**src/rtl/popcount_pkg.sv**
```systemverilog
// Shared definitions for the XNOR popcount accumulator: FSM state type and
// the accumulator width helper.
package popcount_pkg;

    // FSM state encoding
    typedef logic [1:0] state_t;

    localparam state_t ST_IDLE  = 2'd0;
    localparam state_t ST_ACCUM = 2'd1;
    localparam state_t ST_HOLD  = 2'd2;

    // Width needed to hold any total from 0 to inputs*max_beats
    function automatic int acc_bits(input int inputs, input int max_beats);
        return $clog2(inputs * max_beats + 1);
    endfunction

endpackage

```
**src/rtl/popcount_tree.sv**
```systemverilog
// Combinational population count built as a balanced binary adder tree.
// The vector is split in halves recursively until single bits remain.
module popcount_tree #(
    parameter int INPUTS = 16,
    localparam int OUT_BITS = $clog2(INPUTS + 1)
) (
    input  logic [INPUTS-1:0]   bits,
    output logic [OUT_BITS-1:0] count
);

    generate
        if (INPUTS == 1) begin : g_leaf
            assign count = bits;
        end else begin : g_split
            localparam int LO = INPUTS / 2;
            localparam int HI = INPUTS - LO;
            localparam int LW = $clog2(LO + 1);
            localparam int HW = $clog2(HI + 1);

            logic [LW-1:0] lo_count;
            logic [HW-1:0] hi_count;

            popcount_tree #(.INPUTS(LO)) u_lo (
                .bits  (bits[LO-1:0]),
                .count (lo_count)
            );

            popcount_tree #(.INPUTS(HI)) u_hi (
                .bits  (bits[INPUTS-1:LO]),
                .count (hi_count)
            );

            // Sum the two halves at the full output width
            assign count = OUT_BITS'(lo_count) + OUT_BITS'(hi_count);
        end
    endgenerate

endmodule

```
**src/rtl/xnor_popcount_acc.sv**
```systemverilog
// XNOR popcount accumulator: counts matching bits between activations and
// weights per beat and sums them over a vector of up to MAX_BEATS beats.
// Optional threshold compare is enabled by macro XNOR_POPCOUNT_THRESHOLD_EN.
//
// Handshake: a beat transfers when in_valid && in_ready; a result transfers
// when out_valid && out_ready. Producers hold data stable while valid is
// high and not yet accepted; the result registers hold while out_valid is
// high and out_ready is low.
module xnor_popcount_acc
    import popcount_pkg::*;
#(
    parameter int INPUTS    = 16,
    parameter int MAX_BEATS = 8,
    localparam int ACC_BITS = acc_bits(INPUTS, MAX_BEATS)
) (
    input  logic                clk,
    input  logic                rst_n,
    input  logic                in_valid,
    output logic                in_ready,
    input  logic [INPUTS-1:0]   in_data,
    input  logic [INPUTS-1:0]   in_weight,
    input  logic                in_last,
    input  logic                clear,
    output logic                out_valid,
    input  logic                out_ready,
    output logic [ACC_BITS-1:0] out_count,
    output logic                out_trunc,
    output logic [1:0]          state_dbg
`ifdef XNOR_POPCOUNT_THRESHOLD_EN
    ,
    input  logic [ACC_BITS-1:0] threshold,
    output logic                out_sign
`endif
);

    localparam int PC_BITS   = $clog2(INPUTS + 1);
    localparam int BEAT_BITS = (MAX_BEATS > 1) ? $clog2(MAX_BEATS) : 1;

    state_t                state;
    logic [ACC_BITS-1:0]   acc;
    logic [BEAT_BITS-1:0]  beats;
    logic [PC_BITS-1:0]    pc;
    logic [ACC_BITS-1:0]   sum;
    logic                  accept;
    logic                  at_max;
    logic                  final_beat;

    popcount_tree #(.INPUTS(INPUTS)) u_tree (
        .bits  (~(in_data ^ in_weight)),
        .count (pc)
    );

    assign in_ready   = (state != ST_HOLD) || out_ready;
    assign accept     = in_valid && in_ready;
    assign sum        = acc + ACC_BITS'(pc);
    assign at_max     = (beats == BEAT_BITS'(MAX_BEATS - 1));
    assign final_beat = in_last || at_max;
    assign state_dbg  = state;

    // FSM, accumulator and result registers; clear beats everything else
    always_ff @(posedge clk or negedge rst_n) begin
        if (!rst_n) begin
            state     <= ST_IDLE;
            acc       <= '0;
            beats     <= '0;
            out_valid <= 1'b0;
            out_count <= '0;
            out_trunc <= 1'b0;
        end else if (clear) begin
            state     <= ST_IDLE;
            acc       <= '0;
            beats     <= '0;
            out_valid <= 1'b0;
        end else if (accept) begin
            if (final_beat) begin
                state     <= ST_HOLD;
                acc       <= '0;
                beats     <= '0;
                out_valid <= 1'b1;
                out_count <= sum;
                out_trunc <= !in_last;
            end else begin
                // A non-last beat taken in HOLD also retires the old result
                state     <= ST_ACCUM;
                acc       <= sum;
                beats     <= beats + BEAT_BITS'(1);
                out_valid <= 1'b0;
            end
        end else if (state == ST_HOLD && out_ready) begin
            state     <= ST_IDLE;
            out_valid <= 1'b0;
        end
    end

`ifdef XNOR_POPCOUNT_THRESHOLD_EN
    // Sign bit registered with the count, comparing against threshold
    // as seen on the final beat
    always_ff @(posedge clk or negedge rst_n) begin
        if (!rst_n) begin
            out_sign <= 1'b0;
        end else if (!clear && accept && final_beat) begin
            out_sign <= (sum >= threshold);
        end
    end
`endif

endmodule

```
**config.mk**
```make
export PLATFORM = sky130hd
export DESIGN_NAME = xnor_popcount_acc
export DESIGN_NICKNAME = d
export VERILOG_FILES = /design/src/rtl/popcount_pkg.sv /design/src/rtl/popcount_tree.sv /design/src/rtl/xnor_popcount_acc.sv
export SDC_FILE = /design/constraint.sdc
export NUM_CORES = 1
export LEC_CHECK = 0
export BUFFER_PORTS_ARGS = -buffer_cell sky130_fd_sc_hd__buf_2
export CORE_MARGIN = 2
export CORE_UTILIZATION = 50
export DETAILED_ROUTE_END_ITERATION = 8
export PLACE_DENSITY = 0.84
export REMOVE_ABC_BUFFERS = 1
export SETUP_SLACK_MARGIN = 0.05
export SLEW_MARGIN = 40
export SYNTH_ARGS = -nofsm -noshare
export SYNTH_HDL_FRONTEND = slang
export SYNTH_SLANG_ARGS = --single-unit
```
**constraint.sdc**
```tcl
create_clock -name clk -period 9.1 [get_ports clk]
set_input_delay 0.91 -clock clk [delete_from_list [all_inputs] [get_ports clk]]
set_output_delay 0.91 -clock clk [all_outputs]
set_load 0.05 [all_outputs]
```
* After elaboration in Yosys (flattened, before gate mapping)
Index checks and enable logic that the tools add are counted.
Operators by class: add/subtract/negate cells 17, eq/ne operators 3, mux-type cells 14, bitwise gates (word level) 3, reductions and logical operators 8
Operator list (number):
- 8-bit 2-to-1 mux | 3
- 1-bit by 1-bit adder with 2-bit output | 8
- 16-bit NOT | 1
- 16-bit XOR | 1
- 2-bit by 2-bit adder with 3-bit output | 4
- 3-bit 2-to-1 mux | 3
- 3-bit by 3-bit adder with 4-bit output | 2
- 8-bit by 5-bit adder with 8-bit output | 1
- 2-bit 2-to-1 mux | 4
- 4-bit by 4-bit adder with 5-bit output | 1
- 1-bit 2-to-1 mux | 4
- 3-bit by 1-bit adder with 3-bit output (second input constant) | 1
- 3-bit == test (second input constant) | 1
- 3-bit AND reduction | 1
- 3-bit nonzero test | 1
- 2-bit == test (second input constant) | 1
- 1-bit logical AND | 2
- 1-bit logical OR | 2
- 2-bit inequality test (second input constant) | 1
- 2-bit nonzero test | 1
- 1-bit logical NOT | 1
- 1-bit NOT | 1
Word-level totals: register bits 23, input port bits 38, output and inout port bits 13, logic and storage cells 51

* Depth between registers and ports, before layout
Gate-level depths: netlist of run 1.
depth after elaboration 10, mapped depth 15, mapped depth without buffers 15

* Modules after synthesis
A second synthesis of run 1 with hierarchy kept.
Unflattened totals: cells, all modules 220, area total of the unflattened synthesis 2142.1 sq um
Modules (own cells, without submodules):
- xnor_popcount_acc | instances 1, cells an instance 128, area each 1390.1 sq um, sequential area each 550.5 sq um
- popcount_tree at u_tree.g_split.u_hi.g_split.u_hi ... | instances 4, cells an instance 7, area each 51.3 sq um, sequential area each 0.0 sq um
- popcount_tree at u_tree.g_split.u_hi ... | instances 2, cells an instance 12, area each 95.1 sq um, sequential area each 0.0 sq um
- popcount_tree at u_tree | instances 1, cells an instance 16, area each 136.4 sq um, sequential area each 0.0 sq um
- popcount_tree at u_tree.g_split.u_hi.g_split.u_hi.g_split.u_hi.g_split.u_hi ... | instances 16, cells an instance 1, area each 7.5 sq um, sequential area each 0.0 sq um
- popcount_tree at u_tree.g_split.u_hi.g_split.u_hi.g_split.u_hi ... | instances 8, cells an instance 1, area each 12.5 sq um, sequential area each 0.0 sq um

* Least setup slack after synthesis of run 1
No wires, ideal clock.
kind in2reg, start point in in_weight[10], end point reg acc[6], setup time 76 ps, data arrival time 4563 ps, data required time 9024 ps, setup slack 4460 ps, stages on the path 15, path buffers 0, cell sequence xor2_1 fa_1 inv_1 fa_1 inv_1 fa_1 inv_1 fa_1 fa_1 inv_1 fa_1 nor2b_1 o2111ai_1 a211o_1 o21ai_1
On the way: word-level cells in the longest chain between the ends 10
Ends and longest elaborated chain:
- from (decl) | RTL line xnor_popcount_acc.sv:21 | input logic [INPUTS-1:0] in_weight,
- 16-bit XOR | RTL line xnor_popcount_acc.sv:49 | .bits (~(in_data ^ in_weight)),
- 16-bit NOT | RTL line xnor_popcount_acc.sv:49
- 1-bit by 1-bit adder with 2-bit output | RTL line popcount_tree.sv:34 | assign count = OUT_BITS'(lo_count) + OUT_BITS'(hi_count);
- 2-bit by 2-bit adder with 3-bit output | RTL line popcount_tree.sv:34
- 3-bit by 3-bit adder with 4-bit output | RTL line popcount_tree.sv:34
- 4-bit by 4-bit adder with 5-bit output | RTL line popcount_tree.sv:34
- 8-bit by 5-bit adder with 8-bit output | RTL line xnor_popcount_acc.sv:55 | assign sum = acc + ACC_BITS'(pc);
- 8-bit 2-to-1 mux | RTL line xnor_popcount_acc.sv:75 | if (final_beat) begin
- 8-bit 2-to-1 mux | RTL line xnor_popcount_acc.sv:74 | end else if (accept) begin
- 8-bit 2-to-1 mux | RTL line xnor_popcount_acc.sv:69 | end else if (clear) begin
- to (signal assigned) | RTL line xnor_popcount_acc.sv:85 | acc <= sum;
- to (decl) | RTL line xnor_popcount_acc.sv:40 | logic [ACC_BITS-1:0] acc;
Every way passes these cells. The select of a mux whose other input is x is not followed. A chain may end at the register's enable or synchronous reset.

* Worst setup path after layout of run 1
start point in in_weight[0], end point reg out_count[7]
On the way: word-level cells in the longest chain between the ends 7
Ends and longest elaborated chain:
- 16-bit XOR | RTL line xnor_popcount_acc.sv:49
- 16-bit NOT | RTL line xnor_popcount_acc.sv:49
- 1-bit by 1-bit adder with 2-bit output | RTL line popcount_tree.sv:34
- 2-bit by 2-bit adder with 3-bit output | RTL line popcount_tree.sv:34
- 3-bit by 3-bit adder with 4-bit output | RTL line popcount_tree.sv:34
- 4-bit by 4-bit adder with 5-bit output | RTL line popcount_tree.sv:34
- 8-bit by 5-bit adder with 8-bit output | RTL line xnor_popcount_acc.sv:55
- to (signal assigned) | RTL line xnor_popcount_acc.sv:80 | out_count <= sum;
- to (decl) | RTL line xnor_popcount_acc.sv:26 | output logic [ACC_BITS-1:0] out_count,
Every way passes these cells.

==> metrics.log, run 1 <==
[metrics] result of the run: finished clean
[metrics] crit path capture type: register
[metrics] count of mapped cells out of synthesis: ~170
[metrics] Setup Skew: slightly below 0.009 ns
[metrics] count of state elements after synthesis: 22
[metrics] TritonCTS clock tree: yes
[metrics] final instance count without filler cells: 261
[metrics] EDFF count, synth: 0
[metrics] CP Data Required Time: 9.34 ns
[metrics] number of CTS-inserted buffers: 3
[metrics] number of hold-repair buffers added at the cts stage: 0
[metrics] count of fill cells added during filler insertion: around 260
[metrics] grt met2 use: 0.313
[metrics] worst slew pin tran: ~0.72 ns
[metrics] final antenna-violating net count: 0
[metrics] chip height: 61.9 um
[metrics] xor/xnor share of the synthesized area: 0.0887
[metrics] CTS H-tree lvls: 1
[metrics] clock period minus worst slack: 4.66 ns
[metrics] pin count of the biggest net entering global routing: 23
[metrics] total setup buffers inserted after CTS: 0
[metrics] total gr overflow: 0
[metrics] number of hold-slack violations in the final timing report: 0
[metrics] clock-pin slew reported for the worst setup and hold paths after clock tree synthesis: 0.12 ns
[metrics] full die area: 0.00384 mm2
[metrics] clk sinks: 22
[metrics] vias in the first global route: between 1,000 and 1,500
[metrics] pins over their slew limit: 0
[metrics] Post-Route WL: 3280 um
[metrics] cell total after placement: 257
[metrics] GR Util met3: 0.0518
[metrics] Post-Synth Adder-Cell Area: 0.218
[metrics] # Max-Cap Violations: 0
[metrics] violation count after the first detailed-routing iteration: 63
[metrics] Global Route Usage Sum: 0.192
[metrics] warning count from the yosys run: 0
[metrics] initial core utilization: 0.511
[metrics] proportion of synthesized flip-flops having asynchronous set or reset: 1.00
[metrics] width of the die: 61.9 um
[metrics] clock tree buffer depth: 2
[metrics] basic-gate share of the synthesized area counting and, or, nand and nor cells: 0.130
[metrics] final total power: 0.000607 W
[metrics] number of distinct library cell variants in the gate-level netlist after synthesis: 40
[metrics] type of the worst setup path: in -> reg
[metrics] average cell area after synthesis: 10.1 um2
[metrics] fraction of the core area covered by cells at the end of the flow: 0.612
[metrics] number of DRC violations after detailed routing: 0
[metrics] leakage power figure: 1.03 nW
[metrics] vias post-DR: 1,345
[metrics] maximum resistive drop on vdd: around 0.14 mV
[metrics] floorplan core area: 0.00328 mm2
[metrics] Slew Limit Headroom: 0.516
[metrics] Crit path arrival time: 4.90 ns
[metrics] CP startpoint kind: input pin
[metrics] multiplexer share of the synthesized area: 0.0127
[metrics] fraction of final layout cells with drive strength greater than 1: 0.284
[metrics] Area growth, synth to finish: 19.8%
[metrics] average wire per standard cell: between 10 and 15 um
[metrics] grt met1 use: 0.253
[metrics] initial antenna violation count: 0
[metrics] quantity of gates resized following cts: 0
[metrics] Netlist Area Pre-Place: 0.00168 mm2
[metrics] final cycle utilization of the critical path: 0.512
[metrics] Most used DFF post-synth: dfrtp_1
[metrics] sum of negative setup slack: 0 ns
[metrics] hold crit path type: reg -> reg
[metrics] maximum fanout count along the critical path: 4
[metrics] average via count per standard cell: 5.15
[metrics] combinational family with the most area after synthesis: adder cells
[metrics] io pins: 51
[metrics] wire length of the first global-routing pass: 5310 um
[metrics] cell chosen for the clock root: clkbuf_4
[metrics] count of port buffers added during placement: 50
[metrics] post-synthesis sequential area ratio: 0.328
[metrics] complex-gate fraction of the synthesized area: 0.155
[metrics] DP HPWL: 2660 um
[metrics] total inserted antenna cells: 0
[metrics] worst hold margin: just under 0.5 ns
[metrics] setup-violating endpoint count in the final report: 0
[metrics] first drt pass iteration count: 4
[metrics] GPL Wtd Cong: 0.807
[metrics] unrepaired setup endpoints after global routing: no
[metrics] placement row count: 21
[metrics] most crowded layer after global routing: met2
[metrics] total power divided by cell area: approximately 300 mW/mm2
[metrics] worst skew pair latency: 0.31 ns
[metrics] total number of nets in the final design: 276
[metrics] Max Clock Freq: ~0.21 GHz
-- worst max-delay path, stage by stage --
cell	delay (ns)
buf_2	0.10
xnor2_1	0.13
fa_1	0.51
inv_1	0.07
fa_1	0.53
fa_1	0.55
inv_1	0.05
fa_1	0.51
fa_1	0.48
a211o_1	0.31
a211oi_1	0.40
o21ai_0	0.16
a31oi_1	0.18
-- logic make-up after synthesis --
family                   count (synthesis)
multiplexers                             2
adder cells (fa/ha/maj)                 22
AND/OR/NAND/NOR                         39
buffers and inverters                   27
flip-flops                              22
AO/OA/AOI/OAI                           37
XOR/XNOR                                17
-- layout by cell type, fill, tap and decap left out, types with 2 or more instances in the layout --
cell	synthesis	layout
a211oi_1	2	2
o31ai_1	2	2
a211o_1	2	2
inv_1	21	21
nand3_1	5	5
xnor2_1	12	12
nand2b_1	2	2
a21o_1	2	2
a21oi_1	6	5
o2111ai_1	3	3
ha_1	10	10
a31oi_1	3	3
or4_1	2	2
clkbuf_4	0	3
o21a_1	3	3
and3_1	2	2
a22o_1	5	5
o211ai_1	2	2
fa_1	12	12
xor2_1	5	5
dfrtp_1	22	22
nor2b_1	2	2
buf_2	1	50
nor2_1	5	5
o21ai_0	4	4
nand2_1	15	15
-- metal layers --
| metal | up-vias | routed length [um] |
|---|---|---|
| li1 | 665 | - |
| met1 | 629 | 1410 |
| met2 | 47 | 1650 |
| met3 | 4 | 189 |
| met4 | 0 | 42 |
| met5 | - | 0 |
-- worst paths after layout --
| kind | depth (start not counted) | startpoint | endpoint | slack, ns |
|---|---|---|---|---|
| max | 13 | in_weight[0] | out_count[7] | 4.44 |
| min | 2 | out_count[0] | out_count[0] | 0.48 |
| min in group asynchronous | 1 | rst_n | beats[1] | 0.54 |
| min reg2reg | 2 | out_count[0] | out_count[0] | 0.48 |
| max reg2reg | 11 | acc[0] | out_count[7] | 4.82 |
| max in group asynchronous | 1 | rst_n | out_count[4] | 8.23 |
-- cell usage after synthesis (3+ instances only) --
cell / number / area share
a31oi_1: 3 / 0.011
inv_1: 21 / 0.047
o21ai_0: 4 / 0.012
dfrtp_1: 22 / 0.33
a21oi_1: 6 / 0.018
fa_1: 12 / 0.14
o2111ai_1: 3 / 0.016
nor2_1: 5 / 0.011
a22o_1: 5 / 0.026
nand2_1: 15 / 0.034
xor2_1: 5 / 0.026
xnor2_1: 12 / 0.063
nand3_1: 5 / 0.015
o21a_1: 3 / 0.013
ha_1: 10 / 0.075
-- registers in the layout (all words and copies together) (netlist names) --
register and cells:
state_dbg 2, out_trunc 1, beats 3, out_count 8
acc 8
-- per-stage QoR --
stage          worst slack, ns  cell area, um2
4_1_cts                   4.43            2010
3_3_place_gp              4.20            1950
3_5_place_dp              4.10            1960
5_1_grt                   4.22            2010
2_1_floorplan             4.46            1650
6_report                  4.44            2010
-- power by group --
| group | switching (W) | internal (W) |
|---|---|---|
| Clock | 0.0000293 | 0.0000445 |
| Sequential | 0.0000112 | 0.000116 |
| Combinational | 0.000241 | 0.000165 |
| Total | 0.000282 | 0.000325 |
-- final cells by class --
cell class                 count  area, um2  area share
multi-input combinational    117       1020       0.506
timing repair buffer          50        250       0.124
tap                           46       57.6      0.0286
sequential                    22        551       0.274
clock buffer                   3       22.5      0.0112
clock inverter                 1       30.0      0.0149
inverter                      22       82.6      0.0411
Power figures use the tool's default switching activity.
==> run 2, diff against run 1 <==
CORE_UTILIZATION = 46   (was 50)
PLACE_DENSITY = 0.82   (was 0.84)
clock period = 4.1 ns   (was 9.1 ns; I/O delays follow)
==> run 2 against run 1 <==
Against the previous run: first-iteration DRC count fell by 6.3%; combinational power rose by 140%; final cell count rose by 1.1%; clock power rose by 130%; critical endpoint is now acc[6]; largest cell class unchanged.
==> metrics.log, run 2 (synthesized netlist as in run 1, its figures left out) <==
[metrics] pins over their slew limit: 0 (unchanged)
[metrics] grt met2 use: 0.320 (was 0.313)
[metrics] average via count per standard cell: 5.11 (was 5.15)
[metrics] # Max-Cap Violations: 0 (unchanged)
[metrics] CP startpoint kind: register (was input pin)
[metrics] width of the die: 64.4 um (was 61.9 um)
[metrics] CP Data Required Time: 4.34 ns (was 9.34 ns)
[metrics] count of fill cells added during filler insertion: 295 (was 262)
[metrics] cell total after placement: 259 (was 257)
[metrics] Largest regs: acc (8), out_count (8), beats (3) (unchanged)
[metrics] maximum fanout count along the critical path: 4 (unchanged)
[metrics] fraction of the core area covered by cells at the end of the flow: 0.605 (was 0.612)
[metrics] io pins: 51 (unchanged)
[metrics] pin count of the biggest net entering global routing: 23 (unchanged)
[metrics] total gr overflow: 0 (unchanged)
[metrics] result of the run: finished clean (unchanged)
[metrics] grt met1 use: 0.219 (was 0.253)
[metrics] leading cell types in the layout, fill and taps excluded: buf_2 (50), dfrtp_1 (22), inv_1 (20) (was buf_2 (50), dfrtp_1 (22), inv_1 (21))
[metrics] violation count after the first detailed-routing iteration: 59 (was 63)
[metrics] vias post-DR: 1,350 (was 1,345)
[metrics] Crit path arrival time: 4.18 ns (was 4.90 ns)
[metrics] placement row count: 21 (unchanged)
[metrics] leakage power figure: 1.05 nW (was 1.03 nW)
[metrics] number of DRC violations after detailed routing: 0 (unchanged)
[metrics] setup slack after placement: -0.348 ns (was 4.10 ns)
[metrics] GPL Wtd Cong: 0.794 (was 0.807)
[metrics] DP HPWL: 2760 um (was 2660 um)
[metrics] clock tree buffer depth: 2 (unchanged)
[metrics] chip height: 64.4 um (was 61.9 um)
[metrics] maximum resistive drop on vdd: 0.465 mV (was 0.145 mV)
[metrics] FF-to-FF Start: acc[0] (unchanged)
[metrics] TritonCTS clock tree: yes (unchanged)
[metrics] final cycle utilization of the critical path: 0.961
[metrics] count of port buffers added during placement: 50 (unchanged)
[metrics] number of CTS-inserted buffers: 3 (unchanged)
[metrics] type of the worst setup path: reg -> reg (was in -> reg)
[metrics] GR Util met3: 0.0493 (was 0.0518)
[metrics] Global Route Usage Sum: 0.177 (was 0.192)
[metrics] clk sinks: 22 (unchanged)
[metrics] critical path capture point: acc[6] (was out_count[7])
[metrics] worst slew pin tran: 0.678 ns (was 0.722 ns)
[metrics] Crit Reg-Reg Endpoint: acc[6] (was out_count[7])
[metrics] register-to-register setup slack: 0.16 ns (was 4.82 ns)
[metrics] first drt pass iteration count: 4 (unchanged)
[metrics] Setup Skew: 0.00725 ns (was 0.00889 ns)
[metrics] final instance count without filler cells: 264 (was 261)
[metrics] crit path capture type: register (unchanged)
[metrics] Placement Cell Area: 0.00197 mm2 (was 0.00196 mm2)
[metrics] cell chosen for the clock root: clkbuf_4 (unchanged)
[metrics] final instance area: 0.00207 mm2 (was 0.00201 mm2)
[metrics] Max Clock Freq: around 0.25 GHz
[metrics] unrepaired setup endpoints after global routing: yes (was no)
[metrics] wire length of the first global-routing pass: 5670 um (was 5310 um)
[metrics] CTS H-tree lvls: 1 (unchanged)
[metrics] vias in the first global route: 1,304 (was 1,212)
[metrics] floorplan core area: 0.00342 mm2 (was 0.00328 mm2)
[metrics] worst skew pair latency: 0.31 ns (about the same)
[metrics] hold crit path type: in -> async (was reg -> reg)
[metrics] clock-pin slew reported for the worst setup and hold paths after clock tree synthesis: 0.13 ns (was 0.12 ns)
[metrics] fraction of final layout cells with drive strength greater than 1: 0.335 (was 0.284)
[metrics] most crowded layer after global routing: met2 (unchanged)
[metrics] final antenna-violating net count: 0 (unchanged)
[metrics] number of hold-slack violations in the final timing report: 0 (unchanged)
[metrics] initial antenna violation count: 0 (unchanged)
[metrics] Area growth, synth to finish: 23.2% (was 19.8%)
[metrics] Slew Limit Headroom: 0.546 (was 0.516)
[metrics] launch point of the worst path: acc[0] (was in_weight[0])
[metrics] total power divided by cell area: 698 mW/mm2 (was 302 mW/mm2)
[metrics] final total power: 0.00144 W (was 0.000607 W)
[metrics] most common cell after layout, fill and taps aside: buf_2 (unchanged)
[metrics] average wire per standard cell: 13.4 um (was 12.6 um)
[metrics] setup slack of the critical path after layout: 0.161 ns (was 4.44 ns)
[metrics] setup-violating endpoint count in the final report: 0 (unchanged)
[metrics] Post-Route WL: 3530 um (was 3280 um)
[metrics] total inserted antenna cells: 0 (unchanged)
[metrics] total number of nets in the final design: 279 (was 276)
[metrics] clock period minus worst slack: 3.94 ns
[metrics] initial core utilization: 0.491 (was 0.511)
[metrics] number of cell instances on the worst register-to-register path: 13 (was 11)
[metrics] full die area: 0.00415 mm2 (was 0.00384 mm2)
run 2: cell count changes in the layout (fill, tap and decap cells not counted), moves of 2 or more:
cell     change
buf_4        +3
o31ai_2      +2
fa_1         -2
o31ai_1      -2
fa_2         +2
run 2: power breakdown:
part	internal (W)	total [W]	leakage (nW)	switching, W
combinational	0.000424	0.000992	0.730	0.000568
clock	0.0000988	0.000168	0.0279	0.0000691
sequential	0.000258	0.000282	0.293	0.0000240
total	0.000781	0.00144	1.05	0.000661
run 2: routing by layer:
metal	wire (um)	vias up
li1	-	673
met1	1410	641
met2	1930	34
met3	173	2
met4	18	0
met5	0	-
run 2: repair_timing:
action                     in CTS  in global routing
buffers inserted                0                  1
gates resized for setup         5                  4
hold buffers                    0                  0
cloned                          0                  0
setup endpoints to repair       7                  8
pin swaps                       1                  3
run 2: worst min-delay path by stage:
stage	start	slack, ns	depth (start not counted)	to
2_1_floorplan	rst_n	0.11	0	acc[0]
3_3_place_gp	rst_n	0.40	1	acc[5]
3_5_place_dp	rst_n	0.40	1	acc[5]
4_1_cts	rst_n	0.05	1	acc[5]
5_1_grt	rst_n	0.06	1	out_trunc
6_report	rst_n	0.04	1	out_count[2]
run 2: stage by stage:
step           hold WS, ns   TNS, ns
2_1_floorplan        0.114   -0.0963
4_1_cts             0.0524         0
5_1_grt             0.0586  -0.00515
3_5_place_dp         0.400     -2.26
6_report            0.0416         0
3_3_place_gp         0.400     -1.87
run 2: critical path, stage by stage (launching register included):
cell	delay, ns
dfrtp_1	0.42
fa_1	0.54
inv_1	0.05
fa_1	0.46
fa_1	0.54
inv_1	0.05
fa_1	0.50
fa_2	0.23
inv_2	0.04
fa_2	0.35
nor2b_2	0.16
o2111ai_2	0.17
a211o_1	0.29
o21ai_1	0.07
run 2: area by class of cell:
class | count | area, um2 | share of cell area
clock buffers | 3 | 22.5 | 0.0109
well taps | 46 | 57.6 | 0.0278
flip-flops and latches | 22 | 551 | 0.266
multi-input cells | 117 | 1050 | 0.508
clock inverters | 1 | 30.0 | 0.0145
inverters | 22 | 82.6 | 0.0400
repair buffers | 53 | 273 | 0.132
==> run 3, diff against run 2 <==
ABC_AREA = 1   (was unset)
PLACE_DENSITY = 0.81   (was 0.82)
==> run 3 against run 2 <==
Against the previous run: final cell count rose by 12%; global-route usage decreased by 1.5 points; utilization down 3.4 points; total power is 6.3% lower; count of clock-buffer cells in the layout stayed put; routed wire length decreased by 8.6%; synthesized cell count up 18%; non-clock buffer count down 3; sequential power fell by 2%; critical path type unchanged; critical endpoint is now out_count[6]; highest routed layer unchanged.
==> metrics.log, run 3 <==
[metrics] Slew Limit Headroom: 0.615 (was 0.546)
[metrics] final cycle utilization of the critical path: 0.938 (was 0.961)
[metrics] width of the die: 64.6 um (was 64.4 um)
[metrics] total inserted antenna cells: 0 (unchanged)
[metrics] wire length of the first global-routing pass: 5330 um (was 5670 um)
[metrics] worst skew pair latency: 0.26 ns (was 0.31 ns)
[metrics] grt met1 use: 0.187 (was 0.219)
[metrics] average wire per standard cell: 10.9 um (was 13.4 um)
[metrics] proportion of synthesized flip-flops having asynchronous set or reset: 1.00 (unchanged)
[metrics] Netlist Area Pre-Place: 0.00169 mm2 (was 0.00168 mm2)
[metrics] vias in the first global route: 1,300 (was 1,304)
[metrics] cell chosen for the clock root: clkbuf_8 (was clkbuf_4)
[metrics] average via count per standard cell: 4.73 (was 5.11)
[metrics] total power divided by cell area: 656 mW/mm2 (was 698 mW/mm2)
[metrics] launch point of the worst path: acc[0] (unchanged)
[metrics] clock period minus worst slack: 3.85 ns (was 3.94 ns)
[metrics] warning count from the yosys run: 0 (unchanged)
[metrics] number of cell instances on the worst register-to-register path: 15 (was 13)
[metrics] clock-pin slew reported for the worst setup and hold paths after clock tree synthesis: 0.08 ns (was 0.13 ns)
[metrics] cell types occupying the most area after synthesis: dfrtp_1 (33%), fa_1 (14%), nand2_1 (13%) (was dfrtp_1 (33%), fa_1 (14%), ha_1 (7.5%))
[metrics] chip height: 64.6 um (was 64.4 um)
[metrics] GR Util met3: 0.0382 (was 0.0493)
[metrics] CP startpoint kind: register (unchanged)
[metrics] setup slack of the critical path after layout: 0.253 ns (was 0.161 ns)
[metrics] type of the worst setup path: reg -> reg (unchanged)
[metrics] unrepaired setup endpoints after global routing: no (was yes)
[metrics] number of distinct library cell variants in the gate-level netlist after synthesis: 22 (was 40)
[metrics] CTS H-tree lvls: 1 (unchanged)
[metrics] CP Data Required Time: 4.26 ns (was 4.34 ns)
[metrics] final antenna-violating net count: 0 (unchanged)
[metrics] Largest regs: acc (8), out_count (8), beats (3) (unchanged)
[metrics] EDFF count, synth: 0 (unchanged)
[metrics] pins over their slew limit: 0 (unchanged)
[metrics] DP HPWL: 2600 um (was 2760 um)
[metrics] grt met2 use: 0.301 (was 0.320)
[metrics] Crit path arrival time: 4.01 ns (was 4.18 ns)
[metrics] GPL Wtd Cong: 0.799 (was 0.794)
[metrics] floorplan core area: 0.00361 mm2 (was 0.00342 mm2)
[metrics] most common cell after layout, fill and taps aside: nand2_1 (was buf_2)
[metrics] total gr overflow: 0 (unchanged)
[metrics] average cell area after synthesis: 8.63 um2 (was 10.1 um2)
[metrics] initial antenna violation count: 0 (unchanged)
[metrics] leading cell types in the layout, fill and taps excluded: nand2_1 (58), buf_2 (50), inv_1 (36) (was buf_2 (50), dfrtp_1 (22), inv_1 (20))
[metrics] FF-to-FF Start: acc[0] (unchanged)
[metrics] # Max-Cap Violations: 0 (unchanged)
[metrics] Most used DFF post-synth: dfrtp_1 (unchanged)
[metrics] cell with the most instances after synthesis: nand2_1 (was dfrtp_1)
[metrics] final instance count without filler cells: 295 (was 264)
[metrics] count of state elements after synthesis: 22 (unchanged)
[metrics] initial core utilization: 0.469 (was 0.491)
[metrics] Area growth, synth to finish: 21.7% (was 23.2%)
[metrics] count of fill cells added during filler insertion: 313 (was 295)
[metrics] worst slew pin tran: 0.577 ns (was 0.678 ns)
[metrics] worst hold margin: 0.0995 ns (was 0.0416 ns)
[metrics] Setup Skew: 0.00313 ns (was 0.00725 ns)
[metrics] maximum resistive drop on vdd: 0.319 mV (was 0.465 mV)
[metrics] cell total after placement: 291 (was 259)
[metrics] pin count of the biggest net entering global routing: 23 (unchanged)
[metrics] leakage power figure: 1.19 nW (was 1.05 nW)
[metrics] fraction of post-synthesis cell area in the top cell type by area: 0.325 (was 0.328)
[metrics] violation count after the first detailed-routing iteration: 68 (was 59)
[metrics] total setup buffers inserted after CTS: 0 (unchanged)
[metrics] full die area: 0.00418 mm2 (was 0.00415 mm2)
[metrics] setup slack after placement: -0.0740 ns (was -0.348 ns)
[metrics] first drt pass iteration count: 7 (was 4)
[metrics] result of the run: finished clean (unchanged)
[metrics] fraction of final layout cells with drive strength greater than 1: 0.279 (was 0.335)
[metrics] most crowded layer after global routing: met2 (unchanged)
[metrics] clock tree buffer depth: 2 (unchanged)
[metrics] io pins: 51 (unchanged)
[metrics] TritonCTS clock tree: yes (unchanged)
[metrics] Post-Route WL: 3220 um (was 3530 um)
[metrics] crit path capture type: register (unchanged)
[metrics] Global Route Usage Sum: 0.162 (was 0.177)
[metrics] top cells by instance count after synthesis: nand2_1 (58), inv_1 (36), dfrtp_1 (22), nand3_1 (14) (was dfrtp_1 (22), inv_1 (21), nand2_1 (15), fa_1 (12), xnor2_1 (12))
[metrics] Max Clock Freq: 0.260 GHz (was 0.254 GHz)
[metrics] maximum fanout count along the critical path: 2 (was 4)
[metrics] count of mapped cells out of synthesis: 196 (was 166)
[metrics] number of CTS-inserted buffers: 3 (unchanged)
[metrics] vias post-DR: 1,396 (was 1,350)
[metrics] clk sinks: 22 (unchanged)
[metrics] cell accounting for the most synthesized area: dfrtp_1 (unchanged)
[metrics] hold crit path type: in -> async (unchanged)
[metrics] setup-violating endpoint count in the final report: 0 (unchanged)
[metrics] placement row count: 22 (was 21)
[metrics] count of port buffers added during placement: 50 (unchanged)
[metrics] number of hold-slack violations in the final timing report: 0 (unchanged)
[metrics] number of DRC violations after detailed routing: 0 (unchanged)
[metrics] total number of nets in the final design: 308 (was 279)
[metrics] post-synthesis sequential area ratio: 0.325 (was 0.328)
==> run 3: changes by cell type in the layout (fill, tap and decap cells not counted), moves of 4 or more <==
cell / change
o21ai_2: +4
inv_1: +16
a22o_1: -5
nand2_1: +43
nor2_1: -4
nand3_1: +9
a21oi_1: -4
==> run 3: area by class of cell <==
type                    count  area (um2)  share of cell area
multi-input cells         133         983               0.478
flip-flops and latches     22         551               0.267
repair buffers             50         250               0.122
inverters                  38         143              0.0693
well taps                  48        60.1              0.0292
clock buffers               3        41.3              0.0201
clock inverters             1        30.0              0.0146
==> run 3: per-layer routing <==
layer	share of wire	vias to the layer above
met5	0	-
met4	0.013	0
met3	0.044	4
met2	0.52	36
met1	0.42	662
li1	-	694
==> run 3: kinds of logic after synthesis <==
| group | synth area share |
|---|---|
| adders and majority gates | 0.216 |
| AOI/OAI and AO/OA | 0.0473 |
| buffers and inverters | 0.0984 |
| and+or+nand+nor | 0.220 |
| xor gates and xnor gates | 0.0932 |
| DFF | 0.325 |
==> run 3: worst max-delay path, cell delays in order (launching register included) <==
cell and delay (ns):
dfrtp_1 0.41, fa_1 0.54, inv_1 0.06, fa_1 0.50, fa_1 0.55, inv_1 0.05, fa_1 0.57, fa_2 0.22
inv_1 0.05, fa_2 0.34, inv_1 0.08, nand3_1 0.11, nand3_1 0.08, nand2_1 0.06, nand3_1 0.07, nand2_1 0.05
==> run 3: path summary, 6_finish.rpt <==
path | endpoint | slack, ns
worst min-delay path | state_dbg[1] | 0.1
max in group asynchronous | out_count[5] | 3.67
min in group clk | out_trunc | 0.36
worst min register to register | out_count[0] | 0.48
worst max register to register | out_count[6] | 0.25
worst max-delay path | out_count[6] | 0.25
==> run 3: metrics by stage <==
step           instance area (um2)   util  total power, W  TNS (ns)
2_1_floorplan                 1670      -        0.000949         0
3_3_place_gp                  1980  0.549         0.00111         0
3_5_place_dp                  1980  0.550         0.00115    -0.283
4_1_cts                       2050  0.569         0.00135         0
5_1_grt                       2060  0.571         0.00149         0
6_report                      2060  0.571         0.00135         0
==> run 3: timing repair <==
action | 4_1_cts | 5_1_grt
gates resized for setup | 0 | 2
hold endpoints to repair | 0 | 0
hold buffers | 0 | 0
setup endpoints to repair | 0 | 6
==> run 3: where the power goes <==
group	switching [W]	internal, W
logic	0.000545	0.000328
clock network	0.0000714	0.000130
registers	0.0000215	0.000255
total	0.000638	0.000713
